## src/rtl/coin_pulse_gen_if.sv

```systemverilog
// coin_pulse_gen_if: coin-sensor inputs, busy handshake and conditioned
// coin outputs between the sensor front end and the vending FSM.
interface coin_pulse_gen_if;
  logic       coin1_raw;
  logic       coin5_raw;
  logic       busy;
  logic       p1;
  logic       p5;
  logic       reject;
  logic [7:0] credit_total;

  modport master (
    output coin1_raw, coin5_raw, busy,
    input  p1, p5, reject, credit_total
  );

  modport slave (
    input  coin1_raw, coin5_raw, busy,
    output p1, p5, reject, credit_total
  );
endinterface

```

## src/rtl/coin_pulse_gen.sv

```systemverilog
// coin_pulse_gen: synchronizes and debounces the 1-peso and 5-peso coin
// sensors, arbitrates simultaneous coins, and keeps a saturating peso total.
// Optional feature macro COIN_REJECT_EN: when defined, coins arriving while
// busy or arriving together are rejected through the reject pulse; when
// undefined, busy is ignored, a simultaneous 5-peso coin wins, reject is 0.

// Per-channel 2-flop synchronizer plus debounce FSM; rise is combinational
// and marks the cycle in which the debounced level goes high.
module coin_pulse_gen_deb #(
  parameter int DEBOUNCE_CYCLES = 4,
  parameter int CNT_W           = 8
) (
  input  logic clk,
  input  logic reset,
  input  logic raw,
  output logic rise
);
  typedef enum logic [1:0] {LOW, CHK_HI, HIGH, CHK_LO} state_t;

  localparam logic [CNT_W-1:0] LAST = CNT_W'(DEBOUNCE_CYCLES - 1);
  localparam logic [CNT_W-1:0] ONE  = CNT_W'(1);

  logic [1:0]       sync_q, sync_d;
  state_t           state_q, state_d;
  logic [CNT_W-1:0] cnt_q, cnt_d;
  logic             s;

  assign s = sync_q[1];

  // Shift the raw sensor into the synchronizer chain
  always_comb begin
    sync_d = {sync_q[0], raw};
  end

  // Debounce next state: a new level must hold DEBOUNCE_CYCLES in a row
  always_comb begin
    state_d = state_q;
    cnt_d   = cnt_q;
    rise    = 1'b0;
    case (state_q)
      LOW: begin
        if (s) begin
          state_d = CHK_HI;
          cnt_d   = ONE;
        end
      end
      CHK_HI: begin
        if (!s) begin
          state_d = LOW;
          cnt_d   = '0;
        end else if (cnt_q == LAST) begin
          state_d = HIGH;
          cnt_d   = '0;
          rise    = 1'b1;
        end else begin
          cnt_d = cnt_q + ONE;
        end
      end
      HIGH: begin
        if (!s) begin
          state_d = CHK_LO;
          cnt_d   = ONE;
        end
      end
      CHK_LO: begin
        if (s) begin
          state_d = HIGH;
          cnt_d   = '0;
        end else if (cnt_q == LAST) begin
          state_d = LOW;
          cnt_d   = '0;
        end else begin
          cnt_d = cnt_q + ONE;
        end
      end
    endcase
  end

  // Synchronizer and FSM registers, cleared by synchronous reset
  always_ff @(posedge clk) begin
    if (reset) begin
      sync_q  <= '0;
      state_q <= LOW;
      cnt_q   <= '0;
    end else begin
      sync_q  <= sync_d;
      state_q <= state_d;
      cnt_q   <= cnt_d;
    end
  end
endmodule

module coin_pulse_gen #(
  parameter int DEBOUNCE_CYCLES = 4,
  parameter int CNT_W           = 8
) (
  input  logic              clk,
  input  logic              reset,
  coin_pulse_gen_if.slave   bus
);
  logic [1:0] raw_v;
  logic [1:0] rise_v;

  // Channel 0 is the 1-peso sensor, channel 1 the 5-peso sensor
  assign raw_v = {bus.coin5_raw, bus.coin1_raw};

  for (genvar g = 0; g < 2; g++) begin : g_ch
    coin_pulse_gen_deb #(
      .DEBOUNCE_CYCLES(DEBOUNCE_CYCLES),
      .CNT_W          (CNT_W)
    ) u_deb (
      .clk  (clk),
      .reset(reset),
      .raw  (raw_v[g]),
      .rise (rise_v[g])
    );
  end

  logic       p1_q, p1_d;
  logic       p5_q, p5_d;
  logic       rej_q, rej_d;
  logic [7:0] total_q, total_d;
  logic [8:0] sum;

  // Arbitrate this cycle's rise events into at most one output pulse
  always_comb begin
    p1_d  = 1'b0;
    p5_d  = 1'b0;
    rej_d = 1'b0;
`ifdef COIN_REJECT_EN
    if (rise_v != 2'b00) begin
      if (bus.busy || (&rise_v)) begin
        rej_d = 1'b1;
      end else begin
        p1_d = rise_v[0];
        p5_d = rise_v[1];
      end
    end
`else
    p5_d = rise_v[1];
    p1_d = rise_v[0] & ~rise_v[1];
`endif
  end

`ifndef COIN_REJECT_EN
  logic unused_busy;
  assign unused_busy = bus.busy;
`endif

  // Running peso total, saturating at 255 instead of wrapping
  always_comb begin
    sum     = {1'b0, total_q} + (p5_d ? 9'd5 : 9'd0) + (p1_d ? 9'd1 : 9'd0);
    total_d = sum[8] ? 8'hFF : sum[7:0];
  end

  // Output registers; reset drops any pending pulse and clears the total
  always_ff @(posedge clk) begin
    if (reset) begin
      p1_q    <= 1'b0;
      p5_q    <= 1'b0;
      rej_q   <= 1'b0;
      total_q <= '0;
    end else begin
      p1_q    <= p1_d;
      p5_q    <= p5_d;
      rej_q   <= rej_d;
      total_q <= total_d;
    end
  end

  assign bus.p1           = p1_q;
  assign bus.p5           = p5_q;
  assign bus.reject       = rej_q;
  assign bus.credit_total = total_q;
endmodule

```

## src/flat_wrapper.sv

```systemverilog
// flat-port wrapper written by rule: the top's interface ports become plain ports
module coin_pulse_gen_flat 
#(
  parameter int DEBOUNCE_CYCLES = 4,
  parameter int CNT_W           = 8
)
  (clk, reset, bus_coin1_raw, bus_coin5_raw, bus_busy, bus_p1, bus_p5, bus_reject, bus_credit_total);
  coin_pulse_gen_if bus_i ();
  input  logic clk;
  input  logic reset;
  input wire logic [$bits(bus_i.coin1_raw)-1:0] bus_coin1_raw;
  input wire logic [$bits(bus_i.coin5_raw)-1:0] bus_coin5_raw;
  input wire logic [$bits(bus_i.busy)-1:0] bus_busy;
  output wire logic [$bits(bus_i.p1)-1:0] bus_p1;
  output wire logic [$bits(bus_i.p5)-1:0] bus_p5;
  output wire logic [$bits(bus_i.reject)-1:0] bus_reject;
  output wire logic [$bits(bus_i.credit_total)-1:0] bus_credit_total;
  assign bus_i.coin1_raw = bus_coin1_raw;
  assign bus_i.coin5_raw = bus_coin5_raw;
  assign bus_i.busy = bus_busy;
  assign bus_p1 = bus_i.p1;
  assign bus_p5 = bus_i.p5;
  assign bus_reject = bus_i.reject;
  assign bus_credit_total = bus_i.credit_total;
  coin_pulse_gen #(.DEBOUNCE_CYCLES(DEBOUNCE_CYCLES), .CNT_W(CNT_W)) u_core (.clk(clk), .reset(reset), .bus(bus_i));
endmodule
```

## config.mk

```make
export PLATFORM = sky130hd
export DESIGN_NAME = coin_pulse_gen_flat
export DESIGN_NICKNAME = d
export VERILOG_FILES = /design/src/rtl/coin_pulse_gen_if.sv /design/src/rtl/coin_pulse_gen.sv /design/src/flat_wrapper.sv
export SDC_FILE = /design/constraint.sdc
export NUM_CORES = 1
export LEC_CHECK = 0
export BUFFER_PORTS_ARGS = -buffer_cell sky130_fd_sc_hd__buf_2
export CAP_MARGIN = 20
export CORE_MARGIN = 3
export CORE_UTILIZATION = 50
export DETAILED_ROUTE_END_ITERATION = 8
export MAX_ROUTING_LAYER = met4
export PLACE_DENSITY = 0.69
export SYNTH_ARGS = -nofsm -noshare
export SYNTH_HDL_FRONTEND = slang
export SYNTH_SLANG_ARGS = --single-unit
```

## constraint.sdc

```tcl
create_clock -name clk -period 6.4 [get_ports clk]
set_input_delay 1.28 -clock clk [delete_from_list [all_inputs] [get_ports clk]]
set_output_delay 1.28 -clock clk [all_outputs]
set_load 0.01 [all_outputs]
```

### After elaboration in Yosys (flattened, before gate mapping)

Cells that the tools add are included.

| storage, ports and cells | value |
|---|---|
| output and inout bits | 11 |
| bits in read-only memories | 0 |
| latch bits | 0 |
| memories | 0 |
| bits of input ports | 5 |
| RAM bits | 0 |
| word-level logic and storage cells | 72 |
| register bits after elaboration | 34 |

| cells by class | value |
|---|---|
| reductions and logical operators | 6 |
| bitwise logic cells | 2 |
| order comparisons | 0 |
| divide/modulo/power cells | 0 |
| add/subtract/negate cells | 4 |
| eq/ne operators | 16 |
| multiplexer cells | 35 |
| multiply operators | 0 |
| shift operators | 0 |

Operators by type and width:

| cell | count |
|---|---|
| $mux 8 | 11 |
| $pmux 8 s4 | 2 |
| $mux 2 | 12 |
| $add 8x1->8 const B | 2 |
| $eq 8x2->1 const B | 2 |
| $pmux 2 s4 | 2 |
| $ne 3x3->1 const B | 4 |
| $add 8x9->9 | 1 |
| $add 9x9->9 | 1 |
| $eq 2x2->1 const B | 4 |
| $ne 2x2->1 const B | 4 |
| $reduce_and 4->1 | 2 |
| $mux 1 | 7 |
| $eq 2x1->1 const B | 2 |
| $logic_not 2->1 | 2 |
| $reduce_and 2->1 | 2 |
| $mux 3 | 1 |
| $and 1x1->1 | 1 |
| $not 1->1 | 1 |

### Longest topological paths before layout

Gate-level depths: netlist (run 1).

| logic depth | value |
|---|---|
| word-level depth | 9 |
| gate-level depth with buffers | 12 |
| gate-level depth less buffers | 11 |

### By module

Synthesis (run 1) repeated with hierarchy kept, for this count alone.

| second synthesis, totals | value |
|---|---|
| cell total of the unflattened synthesis | 166 |
| area total of the unflattened synthesis | 1600.3 sq um |

By module, submodules not included:

| module | cells each | sequential area each (sq um) | instances | area an instance (sq um) |
|---|---|---|---|---|
| coin_pulse_gen_deb | 59 | 240.2 | 2 | 573.0 |
| coin_pulse_gen | 48 | 200.2 | 1 | 454.2 |

### Worst setup path before layout (run 1)

No wires, ideal clock.

| timing | value |
|---|---|
| path kind | register to register |
| start point | register u_core.g_ch[0].u_deb.cnt_q[0] |
| end point | register u_core.total_q[6] (netlist: u_core.bus.credit_total[6]) |
| arrival time | 2.754 ns |
| buffers on the path | 1 |
| slack | 3.567 ns |
| setup time | 0.079 ns |
| clock period less this slack | 2.833 ns |
| cell stages (with the launch flop) | 13 |
| required time | 6.321 ns |
| path through | dfxtp_1 -> ha_1 -> or4b_2 -> nor4_2 -> nand4b_1 -> nand2_1 -> ha_1 -> clkbuf_1 -> ha_1 -> nand2_1 -> a21oi_4 -> a41oi_1 -> a211oi_2 |

| between the ends | value |
|---|---|
| cells in the longest elaborated chain, start to end | 8 |

Ends and longest elaborated chain:

| item | line | source |
|---|---|---|
| start: declaration | coin_pulse_gen.sv:25 | `logic [CNT_W-1:0] cnt_q, cnt_d;` |
| start signal: assignment | coin_pulse_gen.sv:88 | `cnt_q <= cnt_d;` |
| $eq 8x2->1 | coin_pulse_gen.sv:51 | `end else if (cnt_q == LAST) begin` |
| $mux 1 | coin_pulse_gen.sv:51 |  |
| $mux 1 | coin_pulse_gen.sv:48 | `if (!s) begin` |
| $mux 1 | coin_pulse_gen.sv:40 | `case (state_q)` |
| $and 1x1->1 | coin_pulse_gen.sv:141 | `p1_d = rise_v[0] & ~rise_v[1];` |
| $mux 1 | coin_pulse_gen.sv:152 | `sum = {1'b0, total_q} + (p5_d ? 9'd5 : 9'd0) + (p1_d ? 9'd1 : 9'd0);` |
| $add 9x9->9 | coin_pulse_gen.sv:152 |  |
| $mux 8 | coin_pulse_gen.sv:153 | `total_d = sum[8] ? 8'hFF : sum[7:0];` |
| end signal: assignment | coin_pulse_gen.sv:167 | `total_q <= total_d;` |
| end: declaration | coin_pulse_gen.sv:122 | `logic [7:0] total_q, total_d;` |

No other way between the ends.
A chain may end at the register's enable or synchronous reset.

### Worst setup path in the final report (run 1)

| timing | value |
|---|---|
| start point | register u_core.g_ch[0].u_deb.cnt_q[0] |
| end point | register u_core.total_q[7] (netlist: u_core.bus.credit_total[7]) |

Same word-level chain as after synthesis.

==> results of run 1 <==
## flip-flops by register name (all words and copies together), names as in the netlist, named ones only
register / count
u_core.g_ch.u_deb.cnt_q: 16
u_core.bus.credit_total: 8
u_core.g_ch.u_deb.sync_q: 4
u_core.g_ch.u_deb.state_q: 2
u_core.bus.p1: 1
u_core.bus.p5: 1
## worst min path at each step
stage	endpoint	slack, ns	depth (start not counted)
floorplan	u_core.g_ch[0].u_deb.sync_q[1]$_SDFF_PP0_	0.41	1
global placement	u_core.g_ch[1].u_deb.sync_q[1]$_SDFF_PP0_	0.42	1
detailed placement	u_core.g_ch[1].u_deb.sync_q[1]$_SDFF_PP0_	0.43	1
CTS	u_core.g_ch[1].u_deb.sync_q[1]$_SDFF_PP0_	0.45	1
global route	u_core.g_ch[0].u_deb.sync_q[1]$_SDFF_PP0_	0.47	1
finish	u_core.g_ch[1].u_deb.sync_q[1]$_SDFF_PP0_	0.44	1
## placed cells by master (no fill, tap or decap), types with 3 or more instances in the layout
master / n
nand2_1: 17
a21oi_1: 11
xor2_1: 8
nand4_1: 4
dfxtp_1: 34
nor3_1: 4
o21ai_0: 5
ha_1: 4
xnor2_1: 4
nor2b_1: 5
buf_2: 13
nand3_1: 7
or3_1: 3
nor2_1: 25
or2_2: 3
clkbuf_4: 5
## power by group
part	internal [uW]	total [uW]	switching, uW
Clock	41.4	105	63.2
Combinational	4.91	12.8	7.91
Sequential	214	218	3.47
Total	261	335	74.5
## cell families after synthesis
group	after synthesis	synth area share
fa+ha+maj	4	0.0308
simple gates	83	0.270
flops	34	0.419
buf+inv	11	0.0524
compound gates	34	0.148
other cells	1	0.00231
mux	2	0.0123
xor+xnor	12	0.0647
## metrics by stage
| stage | instance area [um^2] | total power, uW | hold WS, ns |
|---|---|---|---|
| after floorplan | 1620 | 234 | 0.414 |
| after global placement | 1670 | 235 | 0.416 |
| after detailed placement | 1670 | 235 | 0.428 |
| after CTS | 1710 | 341 | 0.450 |
| after global routing | 1710 | 354 | 0.469 |
| final | 1710 | 335 | 0.444 |
## critical path: stages (launching register included)
cell and delay [ns]:
dfxtp_1 0.38, ha_1 0.22, or4b_2 0.61, nor4_2 0.38, nand4b_1 0.21, nand2_1 0.10, ha_1 0.19, ha_1 0.27
o21ai_0 0.11, o21ai_0 0.33, a2111oi_0 0.14, a211oi_1 0.25
## area by class of cell
cell class | instances | area share
clock buffer | 7 | 0.0263
tap | 44 | 0.0322
sequential | 34 | 0.398
timing repair buffer | 13 | 0.0380
multi-input combinational | 136 | 0.501
inverter | 2 | 0.00439
## per-layer routing
layer,vias to the layer above,global-route usage,share of wire
li1,659,-,-
met1,601,0.197,0.47
met2,34,0.254,0.46
met3,5,0.0522,0.051
met4,0,0.0661,0.015
met5,-,-,0
==> results by group, run 1 <==
Critical path
  • WS Path Type: reg -> reg
  • Reg2reg path depth: 11
  • Critical-path maximum fanout: 6
  • R2R Setup Slk: 3.14 ns
  • Crit start category: flop
  • Critical path startpoint: u_core.g_ch[0].u_deb.cnt_q[0]$_SDFFE_PP0P_
  • CP Capture Point: u_core.bus.credit_total[7]$_SDFF_PP0_
  • CP required: 6.64 ns
  • Worst r2r src: u_core.g_ch[0].u_deb.cnt_q[0]$_SDFFE_PP0P_
  • Crit. End Element: flop
  • CP Data Arrival Time: 3.50 ns
  • RR Endpoint: u_core.bus.credit_total[7]$_SDFF_PP0_

STA
  • # setup viols final: 0
  • Tmin final: 3.26 ns
  • F_max: 307 MHz
  • Final hold vios: 0
  • TNS Setup: 0 ns
  • Final Cycle Share: 0.509
  • Max Clock Skew: 0.00585 ns
  • Setup ws final: 3.14 ns
  • Max Transition Viols Final: 0
  • RSZ-0062 raised after global routing: false

Placement
  • Dpl ws: 3.18 ns
  • I/O Buffers: 13
  • Placed Instances: 229
  • GPL Wtd Cong: 0.798
  • Hpwl dp: 2080 um

Logic synthesis
  • Async S/R FF share, synth: 0
  • Post-synth cell types: 51
  • Most frequent cell after synthesis: dfxtp_1
  • Post-Synthesis Cells: 181
  • Ys flop type: dfxtp_1
  • Sequential area share after synthesis: 0.419
  • Top cell type by total area after synthesis: dfxtp_1
  • Syn Std Cell Area: 1620 um^2
  • Synth top area share: 0.419
  • Synth warn: 0
  • Yosys reg bits: 34
  • Top cells by instance count after synthesis: dfxtp_1 (34), nor2_1 (25), nand2_1 (17), a21oi_1 (11), xor2_1 (8)
  • Top cells by area, synth: dfxtp_1 (42%), nor2_1 (5.8%), xor2_1 (4.3%)
  • Number of synthesized flops with an enable pin: 0
  • Mapped Nets: 190
  • Avg Inst Size Synth: 8.97 um^2

Global routing
  • Antenna violations before repair: 0
  • Largest net degree at the start of global routing: 27
  • GRT overflow: 0
  • Total GRT Usage: 0.164
  • Global-route wire length before repair: 5110 um
  • Number of global-route vias before repair: 1209

Detailed routing
  • DR iter-0 viols: 143
  • Drc violations: 0
  • DRT Wirelength: 2890 um
  • ANT nets after route: 0
  • Via Count: 1299
  • First-pass iteration count of the detailed router: 4
  • Number of vias per cell: 5.50
  • Wire per inst: 12.2 um

Floorplan
  • Die X: 63.0 um
  • Rows: 20
  • I/O pins: 16
  • Die height: 63.0 um
  • Full die area: 3970 um^2
  • Total core area: 3080 um^2
  • Starting density of the core: 0.528

Hold path
  • Worst Hold Class: reg -> reg
  • Hold_sp: u_core.g_ch[1].u_deb.sync_q[0]$_SDFF_PP0_

Clocking
  • TritonCTS clock tree: done
  • Worst-path clk slew: 0.09 ns
  • Max H-tree Level: 2
  • Post-CTS Hold Buffers: 0
  • CTS Root Cell: clkbuf_4
  • Clock latency on the worst-skew pair: 0.32 ns
  • Setup Fix Bufs, Post-CTS: 0
  • CTS resizes: 0
  • CTS Sinks: 34
  • Number of buffers created by CTS: 5
  • CTS max path bufs: 2

Power
  • Max VDD drop: 137 uV
  • Leakage: 0.000663 uW
  • Pwr dens: 196 nW/um^2

Layout
  • Storage cell area: 681 um^2
  • Final cell count without fillers: 236
  • Share of post-route cells with drive strength above 1: 0.156
  • Syn-to-layout area delta: 5.39%
  • Fill count: 304
  • Antenna cells: 0
  • Area of the multi-input gates: 858 um^2
  • Final nets: 201
  • Fin util: 0.556

Flow run
  • Max-cap violations: 0

Run status
  • Status: finished clean
Note: power is estimated with default switching activity, not from simulation.
==> inputs of run 2 (changes only) <==
--- a/config.mk
+++ b/config.mk
@@ -11,7 +11,7 @@
 export CORE_UTILIZATION = 50
 export DETAILED_ROUTE_END_ITERATION = 8
 export MAX_ROUTING_LAYER = met4
-export PLACE_DENSITY = 0.69
+export PLACE_DENSITY = 0.72
 export SYNTH_ARGS = -nofsm -noshare
 export SYNTH_HDL_FRONTEND = slang
 export SYNTH_SLANG_ARGS = --single-unit
==> constraint.sdc (replaced) <==
create_clock -name clk -period 2.76 [get_ports clk]
set_input_delay 0.552 -clock clk [delete_from_list [all_inputs] [get_ports clk]]
set_output_delay 0.552 -clock clk [all_outputs]
set_load 0.01 [all_outputs]
==> results by group, run 2 (synthesis gave the netlist of run 1 again) <==
Run status
  • Status: finished clean

Critical path
  • CP Data Arrival Time: 2.85 ns (-0.65 ns)
  • CP max-delay cell: or4b_4
  • Critical-path maximum fanout: 5 (-1)
  • CP Cell Sequence: ha_1 -> or4b_4 -> or3_4 -> nand2_1 -> ha_1 -> ha_2 -> nand2_1 -> a21oi_4 -> a41oi_1 -> a211oi_2
  • Crit-path max cell delay: 0.48 ns (-0.13 ns)
  • RR Endpoint: u_core.bus.credit_total[6]$_SDFF_PP0_
  • Crit start category: flop
  • WS Path Type: reg -> reg
  • R2R Setup Slk: 0.18 ns (-2.97 ns)
  • CP required: 3.03 ns (-3.61 ns)
  • Reg2reg path depth: 10 (-1)
  • Worst r2r src: u_core.g_ch[1].u_deb.cnt_q[0]$_SDFFE_PP0P_
  • Crit. End Element: flop

STA
  • Tmin final: 2.58 ns (-0.675 ns)
  • F_max: 387 MHz (+26%)
  • Setup ws final: 0.177 ns (-2.97 ns)
  • RSZ-0062 raised after global routing: false
  • Final hold vios: 0 (unchanged)
  • # setup viols final: 0 (unchanged)
  • Final Cycle Share: 0.936 (+0.427)
  • Max Transition Viols Final: 0 (unchanged)
  • TNS Setup: 0 ns (unchanged)
  • Max Clock Skew: 0.00588 ns (+0.0000321 ns)

Clocking
  • CTS Root Cell: clkbuf_4
  • Post-CTS Hold Buffers: 0 (unchanged)
  • CTS Sinks: 34 (unchanged)
  • Setup Fix Bufs, Post-CTS: 0 (unchanged)
  • Clock latency on the worst-skew pair: 0.34 ns (+0.02 ns)
  • CTS max path bufs: 2 (unchanged)
  • Max H-tree Level: 2 (unchanged)
  • Number of buffers created by CTS: 5 (unchanged)
  • TritonCTS clock tree: done
  • Worst-path clk slew: 0.10 ns (about the same)

Power
  • Max VDD drop: 372 uV (+170%)
  • Leakage: 0.000740 uW (+12%)
  • Pwr dens: 539 nW/um^2 (+180%)

Floorplan
  • Starting density of the core: 0.528 (unchanged)
  • Rows: 20 (unchanged)
  • Die height: 63.0 um (unchanged)
  • Full die area: 3970 um^2 (unchanged)
  • I/O pins: 16 (unchanged)
  • Total core area: 3080 um^2 (unchanged)
  • Die X: 63.0 um (unchanged)

Global routing
  • GRT overflow: 0 (unchanged)
  • Number of global-route vias before repair: 1223 (+1.2%)
  • Total GRT Usage: 0.170 (+0.00549)
  • Antenna violations before repair: 0 (unchanged)
  • Largest net degree at the start of global routing: 27 (unchanged)
  • Global-route wire length before repair: 5200 um (+1.9%)

Placement
  • I/O Buffers: 13 (unchanged)
  • Placed Instances: 238 (+3.9%)
  • GPL Wtd Cong: 0.808 (+1.3%)
  • Dpl ws: 0.0128 ns (-3.17 ns)
  • Hpwl dp: 2090 um (+0.49%)

Detailed routing
  • DR iter-0 viols: 77 (-46%)
  • Drc violations: 0 (unchanged)
  • ANT nets after route: 0 (unchanged)
  • Via Count: 1314 (+1.2%)
  • Number of vias per cell: 5.34 (-3.0%)
  • First-pass iteration count of the detailed router: 4 (unchanged)
  • DRT Wirelength: 3010 um (+4.2%)
  • Wire per inst: 12.2 um (about the same)

Layout
  • Fin util: 0.610 (+0.0537)
  • Commonest non-fill, non-tap cell in the layout: dfxtp_1
  • Final cell count without fillers: 246 (+4.2%)
  • Syn-to-layout area delta: 15.6%
  • Top reg by flops: u_core.g_ch.u_deb.cnt_q
  • Max FFs per register: 16 (unchanged)
  • Antenna cells: 0 (unchanged)
  • Share of post-route cells with drive strength above 1: 0.243 (+0.0863)
  • Final nets: 210 (+4.5%)
  • Most frequent cells in the layout: dfxtp_1 (31), nor2_1 (25), nand2_1 (17), buf_2 (13), a21oi_1 (10)

Hold path
  • Worst Hold Class: in -> reg
  • Worst hold path depth: 2 (+1)
  • Hold_sp: bus_coin1_raw
  • Min-Delay Endpoint: u_core.g_ch[0].u_deb.sync_q[0]$_SDFF_PP0_

Flow run
  • Max-cap violations: 0 (unchanged)
## run 2: report_power, final
part / switching [uW] / leakage [uW] / internal (uW)
clock network: 170 / 0.0000585 / 307
logic: 18.7 / 0.000405 / 12.4
registers: 7.50 / 0.000277 / 497
## run 2: metal layers
layer,global-route usage,part of all wire,up-vias,wire (um)
met5,-,0,-,0
met4,0.0826,0.024,0,72
met3,0.0594,0.050,9,149
met2,0.267,0.47,28,1400
met1,0.190,0.46,602,1380
li1,-,-,675,-
## run 2: metrics by stage
step	cell area (um^2)	hold WS (ns)	power, uW
floorplan	1640	0.414	544
global placement	1750	0.419	546
detailed placement	1750	0.420	547
CTS	1860	0.400	1020
global route	1880	0.417	1050
finish	1880	0.415	1010
## run 2: timing repair
action                                  in CTS  in global routing
hold endpoints to repair                     0                  0
endpoints found under the setup margin       1                  8
gates resized for setup                      1                  6
pin swaps                                    0                  2
## run 2: critical path: cells and delay by family, from the launching register on
family                   cells  cell delay (ns)
adder cells (fa/ha/maj)      3             0.55
AND/OR/NAND/NOR              4             1.03
AO/OA/AOI/OAI                3             0.55
flip-flops                   1             0.37
## run 2: worst max path at each step
stage               slack, ns                                  startpoint                                    end
global placement         0.06  u_core.g_ch[0].u_deb.cnt_q[1]$_SDFFE_PP0P_  u_core.bus.credit_total[7]$_SDFF_PP0_
global route             0.01  u_core.g_ch[1].u_deb.cnt_q[0]$_SDFFE_PP0P_  u_core.bus.credit_total[7]$_SDFF_PP0_
CTS                      0.04  u_core.g_ch[0].u_deb.cnt_q[1]$_SDFFE_PP0P_  u_core.bus.credit_total[3]$_SDFF_PP0_
finish                   0.18  u_core.g_ch[1].u_deb.cnt_q[0]$_SDFFE_PP0P_  u_core.bus.credit_total[6]$_SDFF_PP0_
floorplan               0.008  u_core.g_ch[1].u_deb.cnt_q[0]$_SDFFE_PP0P_  u_core.bus.credit_total[6]$_SDFF_PP0_
detailed placement       0.01  u_core.g_ch[0].u_deb.cnt_q[1]$_SDFFE_PP0P_  u_core.bus.credit_total[7]$_SDFF_PP0_
## run 2: layout make-up
cell class              instances  area [um^2]
repair buffers                 22          133
flip-flops and latches         34          684
inverters                       2         7.51
multi-input cells             136          886
fillers                       280         1200
clock inverters                 2         60.1
clock buffers                   6         51.3
well taps                      44         55.1
==> inputs of run 3 (changes only) <==
--- a/config.mk
+++ b/config.mk
@@ -9,6 +9,7 @@
 export CAP_MARGIN = 20
 export CORE_MARGIN = 3
 export CORE_UTILIZATION = 50
+export CTS_BUF_LIST = sky130_fd_sc_hd__clkbuf_4
 export DETAILED_ROUTE_END_ITERATION = 8
 export MAX_ROUTING_LAYER = met4
 export PLACE_DENSITY = 0.72
==> results by group, run 3 (synthesis gave the netlist of run 1 again) <==
Clocking
  • Worst-path clk slew: 0.10 ns (about the same)
  • CTS max path bufs: 2 (unchanged)
  • Clock latency on the worst-skew pair: 0.35 ns (about the same)
  • CTS Root Cell: clkbuf_4
  • Number of buffers created by CTS: 5 (unchanged)
  • TritonCTS clock tree: done
  • Max H-tree Level: 2 (unchanged)
  • CTS Sinks: 34 (unchanged)

Placement
  • I/O Buffers: 13 (unchanged)
  • Dpl cell area: 1750 um^2 (unchanged)
  • Hpwl dp: 2090 um (unchanged)
  • GPL Wtd Cong: 0.808 (unchanged)
  • Dpl ws: 0.0128 ns (unchanged)

Global routing
  • Number of global-route vias before repair: 1207 (-1.3%)
  • GRT overflow: 0 (unchanged)
  • Largest net degree at the start of global routing: 27 (unchanged)
  • Antenna violations before repair: 0 (unchanged)
  • Total GRT Usage: 0.170 (+0.000387)
  • Global-route wire length before repair: 5190 um (-0.27%)

Floorplan
  • Total core area: 3080 um^2 (unchanged)
  • Starting density of the core: 0.528 (unchanged)
  • I/O pins: 16 (unchanged)
  • Rows: 20 (unchanged)
  • Full die area: 3970 um^2 (unchanged)
  • Die height: 63.0 um (unchanged)
  • Die X: 63.0 um (unchanged)

Layout
  • Max FFs per register: 16 (unchanged)
  • Top reg by flops: u_core.g_ch.u_deb.cnt_q
  • Final nets: 210 (unchanged)
  • Syn-to-layout area delta: 14.9%
  • Storage cell area: 684 um^2 (unchanged)
  • Most frequent cells in the layout: dfxtp_1 (31), nor2_1 (25), nand2_1 (17), buf_2 (13), a21oi_1 (10)
  • Area of the multi-input gates: 886 um^2 (unchanged)
  • Commonest non-fill, non-tap cell in the layout: dfxtp_1
  • Fin area: 1870 um^2 (-0.53%)
  • Fill count: 284 (+1.4%)
  • Share of post-route cells with drive strength above 1: 0.238 (-0.00495)
  • Antenna cells: 0 (unchanged)

STA
  • Final hold vios: 0 (unchanged)
  • RSZ-0062 raised after global routing: false
  • # setup viols final: 0 (unchanged)
  • Setup ws final: 0.155 ns (-0.0213 ns)
  • Hold WS: 0.411 ns (-0.00405 ns)
  • Final Cycle Share: 0.944 (+0.00772)
  • Max Transition Viols Final: 0 (unchanged)
  • TNS Setup: 0 ns (unchanged)
  • Max Clock Skew: 0.00799 ns (+0.00212 ns)
  • Tmin final: 2.60 ns (+0.0213 ns)
  • F_max: 384 MHz (-0.82%)

Critical path
  • Worst r2r src: u_core.g_ch[1].u_deb.cnt_q[0]$_SDFFE_PP0P_
  • Crit. End Element: flop
  • WS Path Type: reg -> reg
  • Crit start category: flop
  • Reg2reg path depth: 10 (unchanged)
  • R2R Setup Slk: 0.16 ns (-0.02 ns)
  • RR Endpoint: u_core.bus.credit_total[6]$_SDFF_PP0_
  • CP required: 3.03 ns (about the same)
  • Critical-path maximum fanout: 5 (unchanged)
  • CP Data Arrival Time: 2.88 ns (+0.03 ns)

Detailed routing
  • ANT nets after route: 0 (unchanged)
  • Number of vias per cell: 5.32 (-0.46%)
  • Drc violations: 0 (unchanged)
  • Via Count: 1308 (-0.46%)
  • DRT Wirelength: 3000 um (-0.23%)
  • First-pass iteration count of the detailed router: 4 (unchanged)
  • Wire per inst: 12.2 um (-0.23%)
  • DR iter-0 viols: 107 (+39%)

Power
  • Tot Pwr: 986 uW (-2.6%)
  • Leakage: 0.000735 uW (-0.76%)
  • Max VDD drop: 371 uV (about the same)
  • Pwr dens: 528 nW/um^2 (-2.1%)

Run status
  • Status: finished clean

Hold path
  • Worst hold path depth: 2 (unchanged)
  • Worst Hold Class: in -> reg
  • Min-Delay Endpoint: u_core.g_ch[0].u_deb.sync_q[0]$_SDFF_PP0_
  • Hold_sp: bus_coin1_raw

Flow run
  • Max-cap violations: 0 (unchanged)
[run 3: cell types whose count changed in the layout (fill, tap and decap cells not counted)]
cell,change
clkinv_1,+1
clkbuf_8,-1
[run 3: critical path, stage by stage, from the launching register on]
cell and delay [ns]:
dfxtp_2 0.37, ha_1 0.19, or4b_4 0.48, or3_4 0.38
nand2_1 0.08, ha_1 0.16, ha_2 0.21, nand2_1 0.09
a21oi_4 0.18, a41oi_1 0.17, a211oi_2 0.22
[run 3: per-layer routing]
| metal | global-route usage | vias to the layer above | wire, um |
|---|---|---|---|
| met5 | - | - | 0 |
| met2 | 0.264 | 20 | 1400 |
| met3 | 0.0594 | 10 | 134 |
| met1 | 0.192 | 600 | 1400 |
| li1 | - | 678 | - |
| met4 | 0.0909 | 0 | 67 |
[run 3: final cells by class]
| cell class | count | share of cell area |
|---|---|---|
| sequential | 34 | 0.367 |
| clock inverter | 3 | 0.0342 |
| timing repair buffer | 22 | 0.0710 |
| multi-input combinational | 136 | 0.475 |
| tap | 44 | 0.0295 |
| clock buffer | 5 | 0.0201 |
| inverter | 2 | 0.00402 |
[run 3: metrics by stage]
| stage | std cells | utilization |
|---|---|---|
| 2_1_floorplan | 181 | - |
| 3_3_place_gp | 238 | 0.569 |
| 3_5_place_dp | 238 | 0.569 |
| 4_1_cts | 246 | 0.602 |
| 5_1_grt | 246 | 0.607 |
| 6_report | 246 | 0.607 |
[run 3: timing repair]
action | in CTS | in global routing
setup buffers | 0 | 0
hold buffers | 0 | 0
pin swaps | 0 | 2
endpoints found under the setup margin | 1 | 8
gates resized for setup | 1 | 6
[run 3: how the worst max path moves through the flow]
stage	from	endpoint	slack (ns)	depth (start not counted)
floorplan	u_core.g_ch[1].u_deb.cnt_q[0]$_SDFFE_PP0P_	u_core.bus.credit_total[6]$_SDFF_PP0_	0.008	12
global placement	u_core.g_ch[0].u_deb.cnt_q[1]$_SDFFE_PP0P_	u_core.bus.credit_total[7]$_SDFF_PP0_	0.06	11
detailed placement	u_core.g_ch[0].u_deb.cnt_q[1]$_SDFFE_PP0P_	u_core.bus.credit_total[7]$_SDFF_PP0_	0.01	11
CTS	u_core.g_ch[0].u_deb.cnt_q[1]$_SDFFE_PP0P_	u_core.bus.credit_total[3]$_SDFF_PP0_	0.04	12
global route	u_core.g_ch[1].u_deb.cnt_q[0]$_SDFFE_PP0P_	u_core.bus.credit_total[7]$_SDFF_PP0_	0.01	11
finish	u_core.g_ch[1].u_deb.cnt_q[0]$_SDFFE_PP0P_	u_core.bus.credit_total[6]$_SDFF_PP0_	0.16	10
[run 3: report_power, final]
part	total [uW]	leakage (uW)	switching (uW)	internal [uW]
Clock	451	0.0000528	172	279
Sequential	504	0.000277	7.47	497
Combinational	31.1	0.000405	18.7	12.4
